$ cat config.mk
export PLATFORM = sky130hd
export DESIGN_NAME = rs_strobe_src_flat
export DESIGN_NICKNAME = d
export VERILOG_FILES = /design/src/rtl/rs_strobe_src_if.sv /design/src/rtl/rs_strobe_src.sv /design/src/flat_wrapper.sv
export SDC_FILE = /design/constraint.sdc
export NUM_CORES = 1
export LEC_CHECK = 0
export CELL_PAD_IN_SITES_DETAIL_PLACEMENT = 1
export CELL_PAD_IN_SITES_GLOBAL_PLACEMENT = 1
export CORE_MARGIN = 2
export CORE_UTILIZATION = 33
export DETAILED_ROUTE_END_ITERATION = 8
export GPL_ROUTABILITY_DRIVEN = 0
export PLACE_DENSITY = 0.73
export SYNTH_ARGS = -nofsm -noshare
export SYNTH_HDL_FRONTEND = slang
export SYNTH_SLANG_ARGS = --single-unit
$ cat constraint.sdc
create_clock -name clk -period 2.3 [get_ports clk]
set_input_delay 0.46 -clock clk [delete_from_list [all_inputs] [get_ports clk]]
set_output_delay 0.46 -clock clk [all_outputs]
set_load 0.005 [all_outputs]
$ cat src/rtl/rs_strobe_src_if.sv
// rs_strobe_src_if -- request-side handshake into rs_strobe_src.
//   req_valid : upstream offers an Rs value
//   req_data  : 16-bit Rs value offered
//   req_ready : buffer can accept (high whenever the buffer is not full)
// Modports: master (upstream producer), slave (rs_strobe_src).
interface rs_strobe_src_if;
  logic        req_valid;
  logic [15:0] req_data;
  logic        req_ready;

  modport master (output req_valid, output req_data, input  req_ready);
  modport slave  (input  req_valid, input  req_data, output req_ready);
endinterface

$ cat src/rtl/rs_strobe_src.sv
// rs_strobe_src -- buffers Rs values and presents each one to the PC-select
// mux Rs input with a setup cycle, an rs_new strobe of STROBE_CYCLES cycles
// and a one-cycle gap.
//
// Ports:
//   clk      : single clock, all state on the rising edge
//   rst_f    : asynchronous active-low reset
//   req      : rs_strobe_src_if.slave (req_valid, req_data, req_ready)
//   rs_out   : Rs value presented to the consumer
//   rs_new   : registered strobe; consumer captures rs_out on its rising edge
//   busy     : FSM outside IDLE or buffer non-empty
//   dup_drop : one-cycle pulse when a repeated value is suppressed
//
// Parameters: FIFO_DEPTH (power of two, 2..8), STROBE_CYCLES (1..4).
// Optional feature: define RS_DUP_SUPPRESS_EN to suppress strobing a popped
// value equal to the last strobed one; otherwise dup_drop is tied low.
module rs_strobe_src #(
  parameter int unsigned FIFO_DEPTH    = 2,
  parameter int unsigned STROBE_CYCLES = 1
) (
  input  logic                 clk,
  input  logic                 rst_f,
  rs_strobe_src_if.slave       req,
  output logic [15:0]          rs_out,
  output logic                 rs_new,
  output logic                 busy,
  output logic                 dup_drop
);

  localparam int unsigned PW = $clog2(FIFO_DEPTH);
  localparam int unsigned CW = PW + 1;
  localparam logic [CW-1:0] FULL_CNT = CW'(FIFO_DEPTH);
  localparam logic [1:0]    LAST_CYC = 2'(STROBE_CYCLES - 1);

  typedef enum logic [1:0] {IDLE, SETUP, STROBE, GAP} state_t;

  state_t        state;
  logic [15:0]   mem [FIFO_DEPTH];
  logic [PW-1:0] wr_ptr;
  logic [PW-1:0] rd_ptr;
  logic [CW-1:0] count;
  logic [1:0]    cyc_cnt;
  logic          push;
  logic          pop;
  logic          drop_hit;
  logic [15:0]   head;

  assign req.req_ready = (count != FULL_CNT);
  assign push          = req.req_valid && req.req_ready;
  // The head is consumed whenever IDLE sees data, even if it is then dropped.
  assign pop           = (state == IDLE) && (count != '0);
  assign head          = mem[rd_ptr];
  assign busy          = (state != IDLE) || (count != '0);

  // Storage needs no reset: an empty count makes stale entries unreachable.
  always_ff @(posedge clk) begin
    if (push) mem[wr_ptr] <= req.req_data;
  end

  // Power-of-two depth lets the pointers wrap naturally.
  always_ff @(posedge clk or negedge rst_f) begin
    if (!rst_f) begin
      wr_ptr <= '0;
      rd_ptr <= '0;
      count  <= '0;
    end else begin
      if (push) wr_ptr <= wr_ptr + 1'b1;
      if (pop)  rd_ptr <= rd_ptr + 1'b1;
      case ({push, pop})
        2'b10:   count <= count + 1'b1;
        2'b01:   count <= count - 1'b1;
        default: count <= count;
      endcase
    end
  end

  always_ff @(posedge clk or negedge rst_f) begin
    if (!rst_f) begin
      state   <= IDLE;
      rs_out  <= '0;
      rs_new  <= 1'b0;
      cyc_cnt <= '0;
    end else begin
      case (state)
        IDLE: begin
          if (pop && !drop_hit) begin
            rs_out <= head;
            state  <= SETUP;
          end
        end
        SETUP: begin
          rs_new  <= 1'b1;
          cyc_cnt <= '0;
          state   <= STROBE;
        end
        STROBE: begin
          if (cyc_cnt == LAST_CYC) begin
            rs_new <= 1'b0;
            state  <= GAP;
          end else begin
            cyc_cnt <= cyc_cnt + 1'b1;
          end
        end
        GAP: begin
          state <= IDLE;
        end
        default: begin
          rs_new <= 1'b0;
          state  <= IDLE;
        end
      endcase
    end
  end

`ifdef RS_DUP_SUPPRESS_EN
  logic [15:0] last_val;
  logic        last_valid;

  assign drop_hit = last_valid && (head == last_val);

  // rs_out is captured as "last strobed" on the SETUP->STROBE edge.
  always_ff @(posedge clk or negedge rst_f) begin
    if (!rst_f) begin
      last_val   <= '0;
      last_valid <= 1'b0;
      dup_drop   <= 1'b0;
    end else begin
      dup_drop <= pop && drop_hit;
      if (state == SETUP) begin
        last_val   <= rs_out;
        last_valid <= 1'b1;
      end
    end
  end
`else
  assign drop_hit = 1'b0;
  assign dup_drop = 1'b0;
`endif

endmodule
$ cat src/flat_wrapper.sv
// flat-port wrapper written by rule: the top's interface ports become plain ports
module rs_strobe_src_flat 
#(
  parameter int unsigned FIFO_DEPTH    = 2,
  parameter int unsigned STROBE_CYCLES = 1
)
  (clk, rst_f, rs_out, rs_new, busy, dup_drop, req_req_valid, req_req_data, req_req_ready);
  rs_strobe_src_if req_i ();
  input  logic clk;
  input  logic rst_f;
  output logic [15:0] rs_out;
  output logic rs_new;
  output logic busy;
  output logic dup_drop;
  input wire logic [$bits(req_i.req_valid)-1:0] req_req_valid;
  input wire logic [$bits(req_i.req_data)-1:0] req_req_data;
  output wire logic [$bits(req_i.req_ready)-1:0] req_req_ready;
  assign req_i.req_valid = req_req_valid;
  assign req_i.req_data = req_req_data;
  assign req_req_ready = req_i.req_ready;
  rs_strobe_src #(.FIFO_DEPTH(FIFO_DEPTH), .STROBE_CYCLES(STROBE_CYCLES)) u_core (.clk(clk), .rst_f(rst_f), .req(req_i), .rs_out(rs_out), .rs_new(rs_new), .busy(busy), .dup_drop(dup_drop));
endmodule
# ---- Yosys cells after proc, flatten, opt, wreduce, memory -nomap -nowiden
# Memories as Yosys holds them, arrays and structs flattened. A register that Yosys moved wholly into a read port is not among the register bits.
# Cells that the tools add are included.
dict set report word_totals {
  mem_count 1
  inputBits 19
  output_inout_bits 20
  mem_bits_rw 32
  word_cells 45
  ff_bits 9
}
dict set report op_classes {
  reduce_logical 14
  n_addsub 5
  eq_ne 9
  mux 10
}
# name words word_bits read_ports rd_clocked_by_memory_dff write_ports line_no
set mem_list {}
lappend mem_list {u_core.mem 2 16 1 1 1 rs_strobe_src.sv:38} ;# logic [15:0] mem [FIFO_DEPTH];
# cell count
set op_table {}
lappend op_table {{one-hot mux 2 bit (2 select lines)} 2}
lappend op_table {{one-hot mux 2 bit (4 select lines)} 1}
lappend op_table {{AND reduction 2 bit} 4}
lappend op_table {{nonzero test 2 bit} 4}
lappend op_table {{equality test 2 bit (second input constant)} 3}
lappend op_table {{2-to-1 mux 2 bit} 3}
lappend op_table {{adder 2 x 1 -> 2 bit (second input constant)} 2}
lappend op_table {{equality test 2 x 1 -> 1 bit (second input constant)} 2}
lappend op_table {{logical NOT 2 bit} 2}
lappend op_table {{inequality test 2 x 1 -> 1 bit (second input constant)} 2}
lappend op_table {{inequality test 2 bit (second input constant)} 2}
lappend op_table {{2-to-1 mux 1 bit} 3}
lappend op_table {{adder 1 bit (second input constant)} 2}
lappend op_table {{logical AND 1 bit} 2}
lappend op_table {{one-hot mux 1 bit (2 select lines)} 1}
lappend op_table {{subtractor 2 x 1 -> 2 bit (second input constant)} 1}
lappend op_table {{logical NOT 1 bit} 1}
lappend op_table {{logical OR 1 bit} 1}

# ---- Logic depth before layout (Yosys ltp)
# Gate-level depths: netlist of run 1.
dict set report depth {
  word_depth 4
  mapped_depth 9
  ltp_nobuf 8
}

# ---- Worst setup path before layout of run 1
# Ideal clock, no wire load.
dict set report synth_timing {
  path_kind {reg-to-reg}
  startpoint {register u_core.count[0]}
  endpoint {memory u_core.mem[0][0] (enable)}
  n_path_buf 0
  required_time_ns 1.912
  synth_period_minus_slack_ns 1.784
  path_stages_with_launch 4
  t_arrival_ns 1.395
  setup_slack_ns 0.516
  setup_time_ns 0.388
  cell_sequence {dfrtp_1 -> nand2b_1 -> nand2_1 -> nor2_1}
}
dict set report synth_between {
  elab_chain_cells 4
}
# item line_no
set synth_rtl {}
lappend synth_rtl {{start, declared} rs_strobe_src.sv:41} ;# logic [CW-1:0] count;
lappend synth_rtl {{start signal, assigned} rs_strobe_src.sv:70} ;# 2'b10: count <= count + 1'b1;
lappend synth_rtl {{start signal, assigned} rs_strobe_src.sv:71} ;# 2'b01: count <= count - 1'b1;
lappend synth_rtl {{start signal, assigned} rs_strobe_src.sv:72} ;# default: count <= count;
lappend synth_rtl {{inequality test 2 bit} rs_strobe_src.sv:48} ;# assign req.req_ready = (count != FULL_CNT);
lappend synth_rtl {{net req_req_ready} flat_wrapper.sv:17} ;# output wire logic [$bits(req_i.req_ready)-1:0] req_req_ready;
lappend synth_rtl {{logical AND 1 bit} rs_strobe_src.sv:49} ;# assign push = req.req_valid && req.req_ready;
lappend synth_rtl {{2-to-1 mux 1 bit} rs_strobe_src.sv:57} ;# if (push) mem[wr_ptr] <= req.req_data;
lappend synth_rtl {{2-to-1 mux 1 bit (implied by the code)} rs_strobe_src.sv:57}
lappend synth_rtl {{end, declared} rs_strobe_src.sv:38}
# The timed path passes the listed nets, and every way through them passes these cells.

# ---- Final worst setup path of run 1
dict set report layout_timing {
  startpoint {register u_core.state[0]}
  endpoint {output port busy}
}
dict set report layout_between {
  elab_chain_cells 2
}
# item line_no
set layout_rtl {}
lappend layout_rtl {{start, declared} rs_strobe_src.sv:37} ;# state_t state;
lappend layout_rtl {{start signal, assigned} rs_strobe_src.sv:79} ;# state <= IDLE;
lappend layout_rtl {{start signal, assigned} rs_strobe_src.sv:88} ;# state <= SETUP;
lappend layout_rtl {{start signal, assigned} rs_strobe_src.sv:94} ;# state <= STROBE;
lappend layout_rtl {{nonzero test 2 bit} rs_strobe_src.sv:53} ;# assign busy = (state != IDLE) || (count != '0);
lappend layout_rtl {{logical OR 1 bit} rs_strobe_src.sv:53}
lappend layout_rtl {{end, declared} flat_wrapper.sv:13} ;# output logic busy;
# No other way between the ends.

==> metrics.log, run 1 <==
INFO  metric regToRegStartpoint = u_core.state[0]
INFO  metric cts.repair_timing.setup_buffer_count = 0
INFO  metric vdd.ir_drop.worst = between 0.0005 and 0.0006 V
INFO  metric leakage_power = approximately 1.1 nW
INFO  metric power.share.combinational = 32.8%
INFO  metric power.clock.fraction = between 20% and 30%
INFO  metric grt_first_pass_wirelength = a little under 7000 um
INFO  metric synth.yosys.seq_area_share = between 70 and 80%
INFO  metric drive_above_1_share = a little over a tenth
INFO  metric count_of_endpoints_failing_hold_in_the_final_timing_report = 0
INFO  metric top_level_ports = 39
INFO  metric worst_ep_required_time = about 1.8 ns
INFO  metric yosys_register_bits = 57
INFO  metric post_synthesis_cell_area = between 0.002 and 0.0025 mm2
INFO  metric detailed_route_vias_per_instance = approximately 4.6
INFO  metric run_status = finished clean
INFO  metric drt-pass1-iter-count = 3
INFO  metric postCtsResizedCells = 0
INFO  metric layout_commonest_cell = sky130_fd_sc_hd__clkdlybuf4s50_1
INFO  metric worstSkewPairLatency = between 0.3 and 0.4 ns
INFO  metric yosys.cell_types.count = 25
INFO  metric cts_root_buf = sky130_fd_sc_hd__clkbuf_8
INFO  metric globalRoute.totalOverflow = 0
INFO  metric number_of_placement_rows = 29
INFO  metric critical_path.reg2reg.endpoint = u_core.count[1]
INFO  metric tns = 0 ns
INFO  metric layout.nets = between 200 and 250
INFO  metric drcViolationCount = 0
INFO  metric die_y = approximately 85 um
INFO  metric grt_setup_unrepaired = no
INFO  metric r2r_slack = 0.79 ns
INFO  metric synth_cells = 146
INFO  metric total_wirelength_of_the_detailed_routed_design = approximately 4000 um
INFO  metric final_critical_path_setup_slack = 0.2557 ns
INFO  metric n_antenna_cell = 0
INFO  metric clockBufferDepth = 2
INFO  metric power_per_cell_area = ~1300 mW/mm2
INFO  metric fmax = roughly 490 MHz
INFO  metric global_route_usage_over_all_layers = 12.63%
INFO  metric worst_hold_path.endpoint = u_core.rs_out[5]
INFO  metric r2r_cells = 7
INFO  metric crit_arrival = between 1.5 and 2 ns
INFO  metric initial_core_util = between 30% and 40%
INFO  metric postRouteAntennaNets = 0
INFO  metric pre_cts_slack = 0.5642 ns
INFO  metric cp-end-kind = primary output
INFO  metric timing.final.setup_violations = 0
INFO  metric hold_depth = 2
INFO  metric worst_hold_startpoint = u_core.rs_out[5]
INFO  metric hp-class = reg -> reg
INFO  metric antenna_found_initial = 0
INFO  metric report.power.total = roughly 0.0035 W
INFO  metric start_kind = flip-flop
INFO  metric maxSlewViolCount = 0
INFO  metric cellInternalPower = about 0.0024 W
INFO  metric core = approximately 0.0063 mm2
INFO  metric post_route_clock_skew = ~0.0047 ns
INFO  metric number_of_drc_markers_in_iteration_0 = 37
INFO  metric fp.dieArea = roughly 0.0073 mm2
INFO  metric synth.avg_cell_area = approximately 15 um2
INFO  metric synth.net_count = 170
INFO  metric grt_start_max_net_pins = 34
INFO  metric cts_tree = yes
INFO  metric clkSlewWorstSetupHoldPaths = about 0.060 ns
INFO  metric commonest_cells_after_routing_fill_and_taps_aside = sky130_fd_sc_hd__clkdlybuf4s50_1 (37), sky130_fd_sc_hd__edfxtp_1 (32), sky130_fd_sc_hd__dfrtp_1 (25)
INFO  metric via_count_of_the_first_global_routing_pass = roughly 1400
INFO  metric syn2layout_area_growth = 28.20%
INFO  metric clock-sinks = between 50 and 60
INFO  metric sequentialPowerShare = a little under half
INFO  metric timing.final.crit_share = between 80% and 90%
INFO  metric crit_path_max_fanout = 4
INFO  metric die_w = ~85 um
INFO  metric post-route-min-period = roughly 2.0 ns
INFO  metric sw_frac_of_total = 30.92%
INFO  metric yosys_warnings = 0
INFO  metric cts.htree.levels = 3
INFO  metric maximum_capacitance_violations = 0
INFO  metric place_hpwl = approximately 2700 um
INFO  metric critPathKind = reg -> out
INFO  metric cts-buffers-inserted = 9
INFO  metric cts_hold_buf = 0
INFO  metric route.vias.total = around 1300
INFO  metric power_switching = 0.001096 W
INFO  metric io_buffers = 37
INFO  metric wire_per_inst = about 15 um
## critical path, cell delays in order (launching register included)
cell and delay, ns:
sky130_fd_sc_hd__dfrtp_1 0.37, sky130_fd_sc_hd__inv_1 0.07, sky130_fd_sc_hd__ha_1 0.25, sky130_fd_sc_hd__nand2_1 0.08, sky130_fd_sc_hd__clkdlybuf4s50_1 0.49
## area by class of cell
class	count	area, um2
Fill cell	664	3557
Sequential cell	57	1587
Multi-Input combinational cell	76	521.8
Timing Repair Buffer	42	407.9
Clock buffer	11	131.4
Tap cell	77	96.34
Inverter	7	26.28
Clock inverter	5	22.52
## sequential cells by signal (all words and copies together) (netlist names)
register        cells
u_core.state        2
u_core.mem         32
u_core.cyc_cnt      2
u_core.rs_out      16
u_core.wr_ptr       1
u_core.rd_ptr       1
u_core.rs_new       1
u_core.count        2
## synthesized netlist by cell type, drive strengths merged
master / count / area, um2
a21oi: 2 / 13.76
a22o: 1 / 8.760
and2b: 1 / 7.510
and3: 1 / 6.260
buf: 5 / 38.78
clkbuf: 1 / 5.000
conb: 1 / 3.750
dfrtp: 25 / 625.6
edfxtp: 32 / 960.9
ha: 5 / 62.56
inv: 7 / 26.28
mux2: 2 / 22.52
mux2i: 16 / 160.2
nand2: 18 / 67.56
nand2b: 1 / 6.260
nor2: 4 / 15.01
o21ai: 17 / 88.84
o22a: 1 / 8.760
o22ai: 1 / 6.260
xnor2: 4 / 35.03
xor2: 1 / 8.760
## per-layer routing
metal / GRT usage (%) / wire (um) / share of wire [%]
met3: 4.864 / 171 / 4.3
met5: 0 / 0 / 0
met2: 19.39 / 1977 / 49
met4: 4.762 / 70 / 1.7
met1: 16.26 / 1787 / 45
## kinds of logic (layout without fill, tap and decap cells)
| logic type | after synthesis | count (layout) | synth area share, % |
|---|---|---|---|
| buffers and inverters | 13 | 65 | 3.216 |
| multiplexers | 18 | 18 | 8.386 |
| adder cells (fa/ha/maj) | 5 | 5 | 2.872 |
| flip-flops | 57 | 57 | 72.83 |
| XOR/XNOR | 5 | 5 | 2.010 |
| other | 1 | 1 | 0.1721 |
| AO/OA/AOI/OAI | 22 | 22 | 5.802 |
| AND/OR/NAND/NOR | 25 | 25 | 4.710 |
## per-stage QoR
| step | utilization (%) | instance area (um2) | std cells | hold WS, ns |
|---|---|---|---|---|
| floorplan | - | 2178 | 146 | 0.1644 |
| global placement | 41.56 | 2639 | 259 | 0.4726 |
| detailed placement | 41.56 | 2639 | 259 | 0.4729 |
| CTS | 43.98 | 2793 | 275 | 0.4872 |
| global route | 43.98 | 2793 | 275 | 0.5153 |
| finish | 43.98 | 2793 | 275 | 0.4779 |
## how the worst max path moves through the flow
stage                                    to             from  cells after the start  slack [ns]
after CTS                              busy  u_core.state[0]                      4        0.22
after floorplan            u_core.mem[0][0]  u_core.count[0]                      3        0.52
after global placement     u_core.mem[0][8]    req_req_valid                      4        0.59
after global routing                   busy  u_core.state[1]                      4        0.15
final                                  busy  u_core.state[0]                      4        0.26
after detailed placement  u_core.mem[0][13]    req_req_valid                      4        0.56
## power groups by stage
stage               clock (W)  combinational (W)  sequential, W
floorplan                   0           0.000706        0.00161
global placement            0            0.00116        0.00165
detailed placement          0            0.00120        0.00166
CTS                  0.000778            0.00120        0.00165
global route         0.000822            0.00131        0.00168
finish               0.000744            0.00116        0.00164
Power figures use the tool's default switching activity.
==> inputs of run 2 (changes only) <==
- DONT_BUFFER_PORTS: default -> 1
- MAX_ROUTING_LAYER: default -> met4
- PLACE_DENSITY: 0.73 -> 0.63
- SETUP_SLACK_MARGIN: default -> 0.15
==> metrics.log, run 2 (synthesis gave the netlist of run 1 again) <==
INFO  metric n_fill_cell = 637 (was 664)
INFO  metric cts_tree = yes (unchanged)
INFO  metric worst_path_largest_cell_delay = 0.41 ns (was 0.49 ns)
INFO  metric power.clock.fraction = 29.3% (was 21.0%)
INFO  metric seq_area = 0.001587 mm2 (unchanged)
INFO  metric post_route_clock_skew = 0.007396 ns (was 0.004686 ns)
INFO  metric pre_cts_slack = 0.6772 ns (was 0.5642 ns)
INFO  metric io_buffers = 0 (was 37)
INFO  metric die_y = 85.25 um (unchanged)
INFO  metric core = 0.006350 mm2 (unchanged)
INFO  metric cts_root_buf = sky130_fd_sc_hd__clkbuf_8 (unchanged)
INFO  metric timing.final.crit_share = 73.51% (was 88.88%)
INFO  metric grt_start_max_net_pins = 34 (unchanged)
INFO  metric cts.htree.levels = 3 (unchanged)
INFO  metric clockBufferDepth = 2 (unchanged)
INFO  metric post-route-min-period = 1.691 ns (was 2.044 ns)
INFO  metric hp-class = in -> reg (was reg -> reg)
INFO  metric die_w = 85.25 um (unchanged)
INFO  metric final_critical_path_setup_slack = 0.6093 ns (was 0.2557 ns)
INFO  metric leakage_power = 1.034 nW (was 1.139 nW)
INFO  metric clkSlewWorstSetupHoldPaths = 0.07 ns (was 0.06 ns)
INFO  metric top_register = u_core.mem (unchanged)
INFO  metric biggestRegsByFlops = u_core.mem (32), u_core.rs_out (16) (unchanged)
INFO  metric maximum_capacitance_violations = 0 (unchanged)
INFO  metric r2r_slack = 0.68 ns (was 0.79 ns)
INFO  metric top_level_ports = 39 (unchanged)
INFO  metric wire_per_inst = 15.89 um (was 14.57 um)
INFO  metric run_status = finished clean (unchanged)
INFO  metric route.vias.total = 1120 (was 1256)
INFO  metric via_count_of_the_first_global_routing_pass = 1260 (was 1401)
INFO  metric r2r_cells = 7 (unchanged)
INFO  metric number_of_drc_markers_in_iteration_0 = 62 (was 37)
INFO  metric regToRegStartpoint = u_core.state[0] (unchanged)
INFO  metric commonest_cells_after_routing_fill_and_taps_aside = sky130_fd_sc_hd__edfxtp_1 (32), sky130_fd_sc_hd__dfrtp_1 (25), sky130_fd_sc_hd__nand2_1 (18) (was sky130_fd_sc_hd__clkdlybuf4s50_1 (37), sky130_fd_sc_hd__edfxtp_1 (32), sky130_fd_sc_hd__dfrtp_1 (25))
INFO  metric initial_core_util = 34.31% (unchanged)
INFO  metric crit_path_max_fanout = 4 (unchanged)
INFO  metric worst_hold_path.endpoint = u_core.mem[1][2] (was u_core.rs_out[5])
INFO  metric drcViolationCount = 0 (unchanged)
INFO  metric critical_path.reg2reg.endpoint = u_core.count[1] (unchanged)
INFO  metric start_kind = flip-flop (unchanged)
INFO  metric syn2layout_area_growth = 15.57% (was 28.20%)
INFO  metric antenna_found_initial = 0 (unchanged)
INFO  metric postRouteAntennaNets = 0 (unchanged)
INFO  metric grt_first_pass_wirelength = 6175 um (was 6782 um)
INFO  metric crit_arrival = 1.23 ns (was 1.58 ns)
INFO  metric cellInternalPower = 0.002422 W (was 0.002449 W)
INFO  metric globalRoute.totalOverflow = 0 (unchanged)
INFO  metric vdd.ir_drop.worst = 0.0006757 V (was 0.0005612 V)
INFO  metric critPathKind = reg -> out (unchanged)
INFO  metric power_per_cell_area = 1413 mW/mm2 (was 1269 mW/mm2)
INFO  metric largest_register_ffs = 32 (unchanged)
INFO  metric clock-sinks = 57 (unchanged)
INFO  metric layout_commonest_cell = sky130_fd_sc_hd__edfxtp_1 (was sky130_fd_sc_hd__clkdlybuf4s50_1)
INFO  metric cp-end-kind = primary output (unchanged)
INFO  metric crit_path_top_delay_cell = sky130_fd_sc_hd__dfrtp_1 (was sky130_fd_sc_hd__clkdlybuf4s50_1)
INFO  metric fmax = 591.5 MHz (was 489.2 MHz)
INFO  metric maxSlewViolCount = 0 (unchanged)
INFO  metric sequentialPowerShare = 47.1% (was 46.2%)
INFO  metric drive_above_1_share = 15.43% (was 10.61%)
INFO  metric hold_depth = 0 (was 2)
INFO  metric timing.critical_path.cells = inv_1 > ha_1 > nand2_1 (was inv_1 > ha_1 > nand2_1 > clkdlybuf4s50_1)
INFO  metric cts-buffers-inserted = 9 (unchanged)
INFO  metric power_switching = 0.001135 W (was 0.001096 W)
INFO  metric drt-pass1-iter-count = 4 (was 3)
INFO  metric worstSkewPairLatency = 0.33 ns (about the same)
INFO  metric tns = 0 ns (unchanged)
INFO  metric detailed_route_vias_per_instance = 4.686 (was 4.567)
INFO  metric worst_ep_required_time = 1.84 ns (about the same)
INFO  metric layout.nets = 181 (was 217)
INFO  metric multi_input_gate_area_in_the_final_layout = 521.8 um2 (unchanged)
INFO  metric power.share.combinational = 23.6% (was 32.8%)
INFO  metric grt_setup_unrepaired = no (unchanged)
INFO  metric total_wirelength_of_the_detailed_routed_design = 3797 um (was 4007 um)
INFO  metric place_hpwl = 2701 um (was 2750 um)
INFO  metric timing.final.setup_violations = 0 (unchanged)
INFO  metric worst_hold_startpoint = req_req_data[2] (was u_core.rs_out[5])
INFO  metric sw_frac_of_total = 31.91% (was 30.92%)
INFO  metric global_route_usage_over_all_layers = 12.04% (was 12.63%)
INFO  metric n_antenna_cell = 0 (unchanged)
INFO  metric fp.dieArea = 0.007267 mm2 (unchanged)
INFO  metric number_of_placement_rows = 29 (unchanged)
INFO  metric count_of_endpoints_failing_hold_in_the_final_timing_report = 0 (unchanged)
[run 2: layer usage]
metal  part of all wire (%)  wire [um]  GRT usage [%]
met1                     37       1408          11.82
met2                     54       2052          19.60
met3                    7.6        287          6.031
met4                    1.3         48          6.061
met5                      0          0              -
[run 2: stage by stage]
| step | utilization (%) | cell area [um2] | std cells | power (W) | hold slack, ns |
|---|---|---|---|---|---|
| floorplan | - | 2178 | 146 | 0.002316 | 0.1644 |
| global placement | 35.61 | 2261 | 221 | 0.002460 | 0.1651 |
| detailed placement | 35.61 | 2261 | 221 | 0.002554 | 0.1650 |
| CTS | 39.65 | 2517 | 239 | 0.003625 | 0.1924 |
| global route | 39.65 | 2517 | 239 | 0.003794 | 0.1889 |
| finish | 39.65 | 2517 | 239 | 0.003558 | 0.2161 |
[run 2: area by class of cell]
type                            instances  area share, %
Timing Repair Buffer                    6          2.386
Tap cell                               77          3.827
Clock buffer                            9          4.920
Multi-Input combinational cell         76          20.73
Clock inverter                          7          4.076
Sequential cell                        57          63.02
Inverter                                7          1.044
[run 2: power groups by stage]
stage / Clock, W / Combinational [W] / Sequential [W]
2_1_floorplan: 0 / 0.000706 / 0.00161
3_3_place_gp: 0 / 0.000777 / 0.00168
3_5_place_dp: 0 / 0.000840 / 0.00171
4_1_cts: 0.00107 / 0.000859 / 0.00169
5_1_grt: 0.00111 / 0.000952 / 0.00173
6_report: 0.00104 / 0.000840 / 0.00168
[run 2: critical path: cells and delay by family, from the launching register on]
kind | cells | cell delay (ns)
adder cells (fa/ha/maj) | 1 | 0.27
buffers and inverters | 1 | 0.10
flip-flops | 1 | 0.41
AND/OR/NAND/NOR | 1 | 0.11
[run 2: what timing repair did]
item | in CTS | in global routing
hold buffers | 2 | 0
resized for setup | 0 | 0
buffers inserted | 0 | 0
endpoints found under the hold margin | 25 | 0
[run 2: how the worst max path moves through the flow]
| stage | cells after the start | from | end | slack, ns |
|---|---|---|---|---|
| after detailed placement | 7 | u_core.state[0] | u_core.count[1] | 0.68 |
| after CTS | 3 | u_core.state[0] | busy | 0.59 |
| after global routing | 3 | u_core.state[0] | busy | 0.55 |
| final | 3 | u_core.state[0] | busy | 0.61 |
| after global placement | 4 | u_core.count[0] | u_core.mem[0][13] | 0.85 |
| after floorplan | 3 | u_core.count[0] | u_core.mem[0][0] | 0.52 |
==> inputs of run 3 (changes only) <==
- PLACE_DENSITY: 0.63 -> 0.65
- clock period: 2.3 -> 1.4 ns (I/O delays scaled with it)
==> metrics.log, run 3 (synthesis gave the netlist of run 1 again) <==
INFO  metric post_route_clock_skew = 0.005756 ns (was 0.007396 ns)
INFO  metric total_wirelength_of_the_detailed_routed_design = 4579 um (was 3797 um)
INFO  metric grt_first_pass_wirelength = 6934 um (was 6175 um)
INFO  metric antenna_found_initial = 0 (unchanged)
INFO  metric start_kind = flip-flop (unchanged)
INFO  metric core = 0.006350 mm2 (unchanged)
INFO  metric initial_core_util = 34.31% (unchanged)
INFO  metric crit_arrival = 1.16 ns (was 1.23 ns)
INFO  metric place_hpwl = 2731 um (was 2701 um)
INFO  metric clkSlewWorstSetupHoldPaths = 0.06 ns (was 0.07 ns)
INFO  metric instances_no_fill = 258 (was 239)
INFO  metric layout.nets = 200 (was 181)
INFO  metric final_critical_path_setup_slack = -0.04231 ns (was 0.6093 ns)
INFO  metric clockBufferDepth = 2 (unchanged)
INFO  metric maxSlewViolCount = 0 (unchanged)
INFO  metric drcViolationCount = 0 (unchanged)
INFO  metric power.clock.fraction = 21.3% (was 29.3%)
INFO  metric commonest_cells_after_routing_fill_and_taps_aside = sky130_fd_sc_hd__edfxtp_1 (32), sky130_fd_sc_hd__dfrtp_1 (23), sky130_fd_sc_hd__mux2i_1 (16), sky130_fd_sc_hd__nand2_1 (16), sky130_fd_sc_hd__buf_4 (12) (was sky130_fd_sc_hd__edfxtp_1 (32), sky130_fd_sc_hd__dfrtp_1 (25), sky130_fd_sc_hd__nand2_1 (18))
INFO  metric cts.htree.levels = 3 (unchanged)
INFO  metric layout_utilization = 45.40% (was 39.65%)
INFO  metric fmax = 693.3 MHz
INFO  metric power.share.combinational = 37.9% (was 23.6%)
INFO  metric postRouteAntennaNets = 0 (unchanged)
INFO  metric run_status = complete, but fails checks (was finished clean)
INFO  metric drive_above_1_share = 34.81% (was 15.43%)
INFO  metric top_register = u_core.mem (unchanged)
INFO  metric detailed_route_vias_per_instance = 4.736 (was 4.686)
INFO  metric drt-pass1-iter-count = 4 (unchanged)
INFO  metric worst_ep_required_time = 1.12 ns (was 1.84 ns)
INFO  metric pre_cts_slack = -0.04986 ns (was 0.6772 ns)
INFO  metric seq_area = 0.001589 mm2 (was 0.001587 mm2)
INFO  metric leakage_power = 1.197 nW (was 1.034 nW)
INFO  metric cts_tree = yes (unchanged)
INFO  metric timing.final.crit_share = 103.0%
INFO  metric number_of_drc_markers_in_iteration_0 = 48 (was 62)
INFO  metric n_antenna_cell = 0 (unchanged)
INFO  metric top_level_ports = 39 (unchanged)
INFO  metric syn2layout_area_growth = 32.34% (was 15.57%)
INFO  metric globalRoute.totalOverflow = 0 (unchanged)
INFO  metric io_buffers = 0 (unchanged)
INFO  metric design_area = 0.002883 mm2 (was 0.002517 mm2)
INFO  metric die_y = 85.25 um (unchanged)
INFO  metric wire_length_on_met3 = 347 um (was 287 um)
INFO  metric cellInternalPower = 0.004611 W (was 0.002422 W)
INFO  metric biggestRegsByFlops = u_core.mem (32), u_core.rs_out (16) (unchanged)
INFO  metric crit_path_max_fanout = 3 (was 4)
INFO  metric grt_setup_unrepaired = yes (was no)
INFO  metric place_area = 0.002372 mm2 (was 0.002261 mm2)
INFO  metric route.vias.total = 1222 (was 1120)
INFO  metric post-route-min-period = roughly 1.4 ns
INFO  metric number_of_placement_rows = 29 (unchanged)
INFO  metric layout_commonest_cell = sky130_fd_sc_hd__edfxtp_1 (unchanged)
INFO  metric global_route_usage_over_all_layers = 13.33% (was 12.04%)
INFO  metric wl_met1 = 1808 um (was 1408 um)
INFO  metric timing.final.setup_violations = 3 (was 0)
INFO  metric power_switching = 0.002191 W (was 0.001135 W)
INFO  metric maximum_capacitance_violations = 0 (unchanged)
INFO  metric vdd.ir_drop.worst = 0.001059 V (was 0.0006757 V)
INFO  metric critPathKind = reg -> out (unchanged)
INFO  metric route.top_layer_used = met4 (unchanged)
INFO  metric routed-wl-met2 = 2379 um (was 2052 um)
INFO  metric power_per_cell_area = 2359 mW/mm2 (was 1413 mW/mm2)
INFO  metric fp.dieArea = 0.007267 mm2 (unchanged)
INFO  metric hp-class = in -> reg (unchanged)
INFO  metric clock-sinks = 57 (unchanged)
INFO  metric multi_input_gate_area_in_the_final_layout = 669.4 um2 (was 521.8 um2)
INFO  metric count_of_endpoints_failing_hold_in_the_final_timing_report = 0 (unchanged)
INFO  metric grt_start_max_net_pins = 34 (unchanged)
INFO  metric die_w = 85.25 um (unchanged)
INFO  metric sw_frac_of_total = 32.21% (was 31.91%)
INFO  metric worstSkewPairLatency = 0.32 ns (was 0.33 ns)
INFO  metric sequentialPowerShare = 40.8% (was 47.1%)
INFO  metric dp.cells = 224 (was 221)
INFO  metric cp-end-kind = primary output (unchanged)
INFO  metric largest_register_ffs = 32 (unchanged)
INFO  metric failed_checks = setup timing
INFO  metric n_fill_cell = 622 (was 637)
INFO  metric wire_per_inst = 17.75 um (was 15.89 um)
INFO  metric via_count_of_the_first_global_routing_pass = 1339 (was 1260)
INFO  metric cts_root_buf = sky130_fd_sc_hd__clkbuf_8 (unchanged)
INFO  metric cts-buffers-inserted = 9 (unchanged)
[run 3: power groups by stage]
stage                     combinational (W)  clock [W]  sequential [W]
final                               0.00258    0.00145         0.00278
after global routing                0.00286    0.00156         0.00284
after CTS                           0.00209    0.00149         0.00278
after detailed placement            0.00175          0         0.00279
after global placement              0.00162          0         0.00275
after floorplan                     0.00130          0         0.00267
[run 3: stage by stage]
stage,hold slack (ns),power (W),setup TNS (ns)
floorplan,-0.01559,0.003968,-0.03639
global placement,-0.01476,0.004368,0
detailed placement,-0.01498,0.004541,-0.07141
CTS,0.03217,0.006353,-0.03542
global route,0.02628,0.007257,-0.4801
finish,0.04787,0.006802,-0.08381
[run 3: final timing paths]
path                                     to             start  slack (ns)  cells after the start
setup / recovery                       busy   u_core.state[1]       -0.04                      4
hold / removal             u_core.mem[1][5]   req_req_data[5]        0.05                      0
setup reg to reg            u_core.state[1]   u_core.state[0]       -0.03                      5
hold reg to reg            u_core.rs_out[5]  u_core.rs_out[5]        0.51                      2
max in group asynchronous   u_core.count[1]             rst_f        0.85                      2
min in group asynchronous     u_core.rs_new             rst_f        0.39                      2
[run 3: final cells by class]
type / instances / area share (%)
clock inverters: 4 / 1.476
multi-input cells: 77 / 23.22
repair buffers: 24 / 10.81
flip-flops and latches: 57 / 55.12
well taps: 77 / 3.342
clock buffers: 12 / 5.035
inverters: 7 / 0.9983
[run 3: layer usage]
layer,track usage [%],vias to the layer above
met3,6.031,6
li1,-,574
met5,-,-
met4,5.195,0
met1,14.42,608
met2,21.45,34
[run 3: timing repair]
action                                 CTS  global route
buffers inserted                         8             4
endpoints found under the hold margin   25             0
resized for setup                       14            25
pin swaps                                5             2
gates cloned                             2             2
hold buffers                             2             0
setup endpoints to repair               56            41
[run 3: worst max-delay path, stage by stage, from the launching register on]
cell and delay (ns):
sky130_fd_sc_hd__dfrtp_1 0.39, sky130_fd_sc_hd__inv_2 0.07, sky130_fd_sc_hd__ha_4 0.18, sky130_fd_sc_hd__buf_4 0.14, sky130_fd_sc_hd__nand2_4 0.05
==> RTL edit (settings of run 1) <==
The option `RS_DUP_SUPPRESS_EN` is turned on by a define.
--- a/src/rtl/rs_strobe_src.sv
+++ b/src/rtl/rs_strobe_src.sv
@@ -14,6 +14,8 @@
 // Parameters: FIFO_DEPTH (power of two, 2..8), STROBE_CYCLES (1..4).
 // Optional feature: define RS_DUP_SUPPRESS_EN to suppress strobing a popped
 // value equal to the last strobed one; otherwise dup_drop is tied low.
+`define RS_DUP_SUPPRESS_EN
+
 module rs_strobe_src #(
   parameter int unsigned FIFO_DEPTH    = 2,
   parameter int unsigned STROBE_CYCLES = 1
Function: changed (Yosys sat finds a counterexample within 10 cycles, from zero or initial values and one cycle with rst_f low).
==> RTL edit against run 1 <==
Fmax decreased by 5.5%. Die area increased by 46%. Design area increased by 46%. Area after synthesis increased by 48%. Core utilization decreased by 1.7 points. Clock power increased by 34%. First-iteration DRC count increased by 84%. Setup slack got worse by 0.12 ns. Power increased by 59%. Wire length increased by 73%. Cell count increased by 51%. Sequential cell count increased by 18. Register-to-register slack got worse by 0.65 ns. Critical path type unchanged. Largest cell class unchanged. Largest power group is now combinational cells. Highest routed layer unchanged.
==> RTL edit: results (changes against run 1) <==
| Metric | Value |
|---|---|
| Largest cells by area after synthesis | sky130_fd_sc_hd__dfrtp_1 (33%), sky130_fd_sc_hd__edfxtp_1 (30%), sky130_fd_sc_hd__mux2_2 (5.9%) |
| DP HPWL | 4.827 mm (+76%) |
| Total wirelength of the detailed-routed design | 6.936 mm (+73%) |
| Count of cell types in the netlist | 36 (+44%) |
| Cell area reported after detailed placement | 3807 um2 (+44%) |
| Asr flop ratio synth | 57.33% (+13 points) |
| Via count of the first global-routing pass | 2106 (+50%) |
| Number of placed instances, taps included | 398 (+54%) |
| Cells after synthesis | 226 (+55%) |
| Status | completed |
| End of the worst register-to-register path | u_core.rs_out[10] |
| First-pass GRT wire length | 10.97 mm (+62%) |
| Leak | 1.480 nW (+30%) |
| Switching share of power | 35.56% (+4.6 points) |
| Pin count of the biggest net entering global routing | 28 (-18%) |
| Share of synthesized area occupied by flip-flops and latches | 63.08% (-9.8 points) |
| Worst hold path type | primary input to asynchronous set/reset pin |
| Worst hold margin | 0.08414 ns (-0.3937 ns) |
| Source of the worst register-to-register timing path | u_core.rd_ptr |
| Layout cell share with drive strength beyond 1 | 25.27% (+15 points) |
| Number of nets in the synthesized netlist | 250 (+47%) |
| Maximum fanout encountered on the critical timing path | 7 (+3) |
| Registers with the most flip-flops | u_core.mem: 32 flops, u_core.last_val: 16 flops, u_core.rs_out: 16 flops |
| Worst-case register-to-register setup slack | 0.14 ns (-0.65 ns) |
| I/O Buffers | 38 (+2.7%) |
| DRC violation total after the first TritonRoute iteration | 68 (+84%) |
| IR drop worst, VDD | 415.3 uV (-26%) |
| WP data arrival | 1.70 ns (+0.12 ns) |
| Later-pin clock latency in the skew report | 0.36 ns (+0.03 ns) |
| Vias per cell | 4.761 (+4.2%) |
| Maximum clock skew at final layout | 0.009637 ns (+0.004951 ns) |
| Fin nets | 300 (+38%) |
| Commonest cells post-synth | sky130_fd_sc_hd__dfrtp_1 (43), sky130_fd_sc_hd__edfxtp_1 (32), sky130_fd_sc_hd__xnor2_1 (20) |
| Number of fill cells | 1030 (+55%) |
| TritonRoute pass-1 iters | 4 (+1) |
| Commonest register cell after synthesis | sky130_fd_sc_hd__dfrtp_1 |
-- RTL edit: how the worst max path moves through the flow --
stage / start / to / slack, ns / depth (start not counted)
after CTS: u_core.rd_ptr / u_core.state[0] / 0.004 / 8
after global routing: u_core.rd_ptr / u_core.rs_out[1] / -0.007 / 8
final: u_core.state[1] / busy / 0.14 / 4
after global placement: u_core.rd_ptr / u_core.rs_out[0] / 0.07 / 8
after floorplan: u_core.rd_ptr / u_core.rs_out[10] / 0.11 / 8
after detailed placement: u_core.rd_ptr / u_core.state[0] / -0.01 / 8
-- RTL edit: worst max-delay path: stages (launching register included) --
cell and delay (ns):
sky130_fd_sc_hd__dfrtp_1 0.41, sky130_fd_sc_hd__inv_1 0.08, sky130_fd_sc_hd__ha_1 0.27, sky130_fd_sc_hd__nand2_1 0.09, sky130_fd_sc_hd__clkdlybuf4s50_1 0.49
-- RTL edit: power by group through the flow --
stage                     Clock [mW]  Sequential [mW]  Combinational (mW)
after CTS                       1.04             2.27                2.26
final                           1.00             2.28                2.35
after detailed placement           0             2.29                2.24
after global placement             0             2.26                2.16
after floorplan                    0             2.19                1.48
after global routing            1.08             2.35                2.58
-- RTL edit: logic make-up after synthesis --
group / Yosys count / synth area share (%)
and+or+nand+nor: 32 / 5.889
muxes: 34 / 11.47
adders and majority gates: 5 / 1.937
xor gates and xnor gates: 22 / 5.967
buffers and inverters: 17 / 2.906
DFF: 75 / 63.08
AOI/OAI and AO/OA: 41 / 8.756
-- RTL edit: final cells by class --
type	instances	area, um2	share of cell area, %
Clock buffer	9	123.9	3.037
Clock inverter	7	68.82	1.687
Inverter	8	30.03	0.7362
Multi-Input combinational cell	134	1165	28.56
Sequential cell	75	2038	49.97
Tap cell	133	166.4	4.080
Timing Repair Buffer	48	486.7	11.93
-- RTL edit: timing repair --
| item | CTS | global route |
|---|---|---|
| resized for setup | 2 | 15 |
| setup buffers | 0 | 0 |
| endpoints found under the setup margin | 13 | 19 |
| hold buffers | 0 | 0 |
-- RTL edit: per-stage QoR --
stage | utilization [%] | setup slack (ns)
after floorplan | - | 0.1138
after global placement | 39.50 | 0.07187
after detailed placement | 39.50 | -0.01089
after CTS | 41.58 | 0.004077
after global routing | 42.32 | -0.007065
final | 42.32 | 0.1376
-- RTL edit: metal layers --
metal  wire length (um)  global-route usage (%)  up-vias
met5                  0                       0        -
met4                192                   7.692        0
met3                192                   2.712       17
met2               3375                   22.68       34
met1               3175                   18.27      989
li1                   -                       -      931
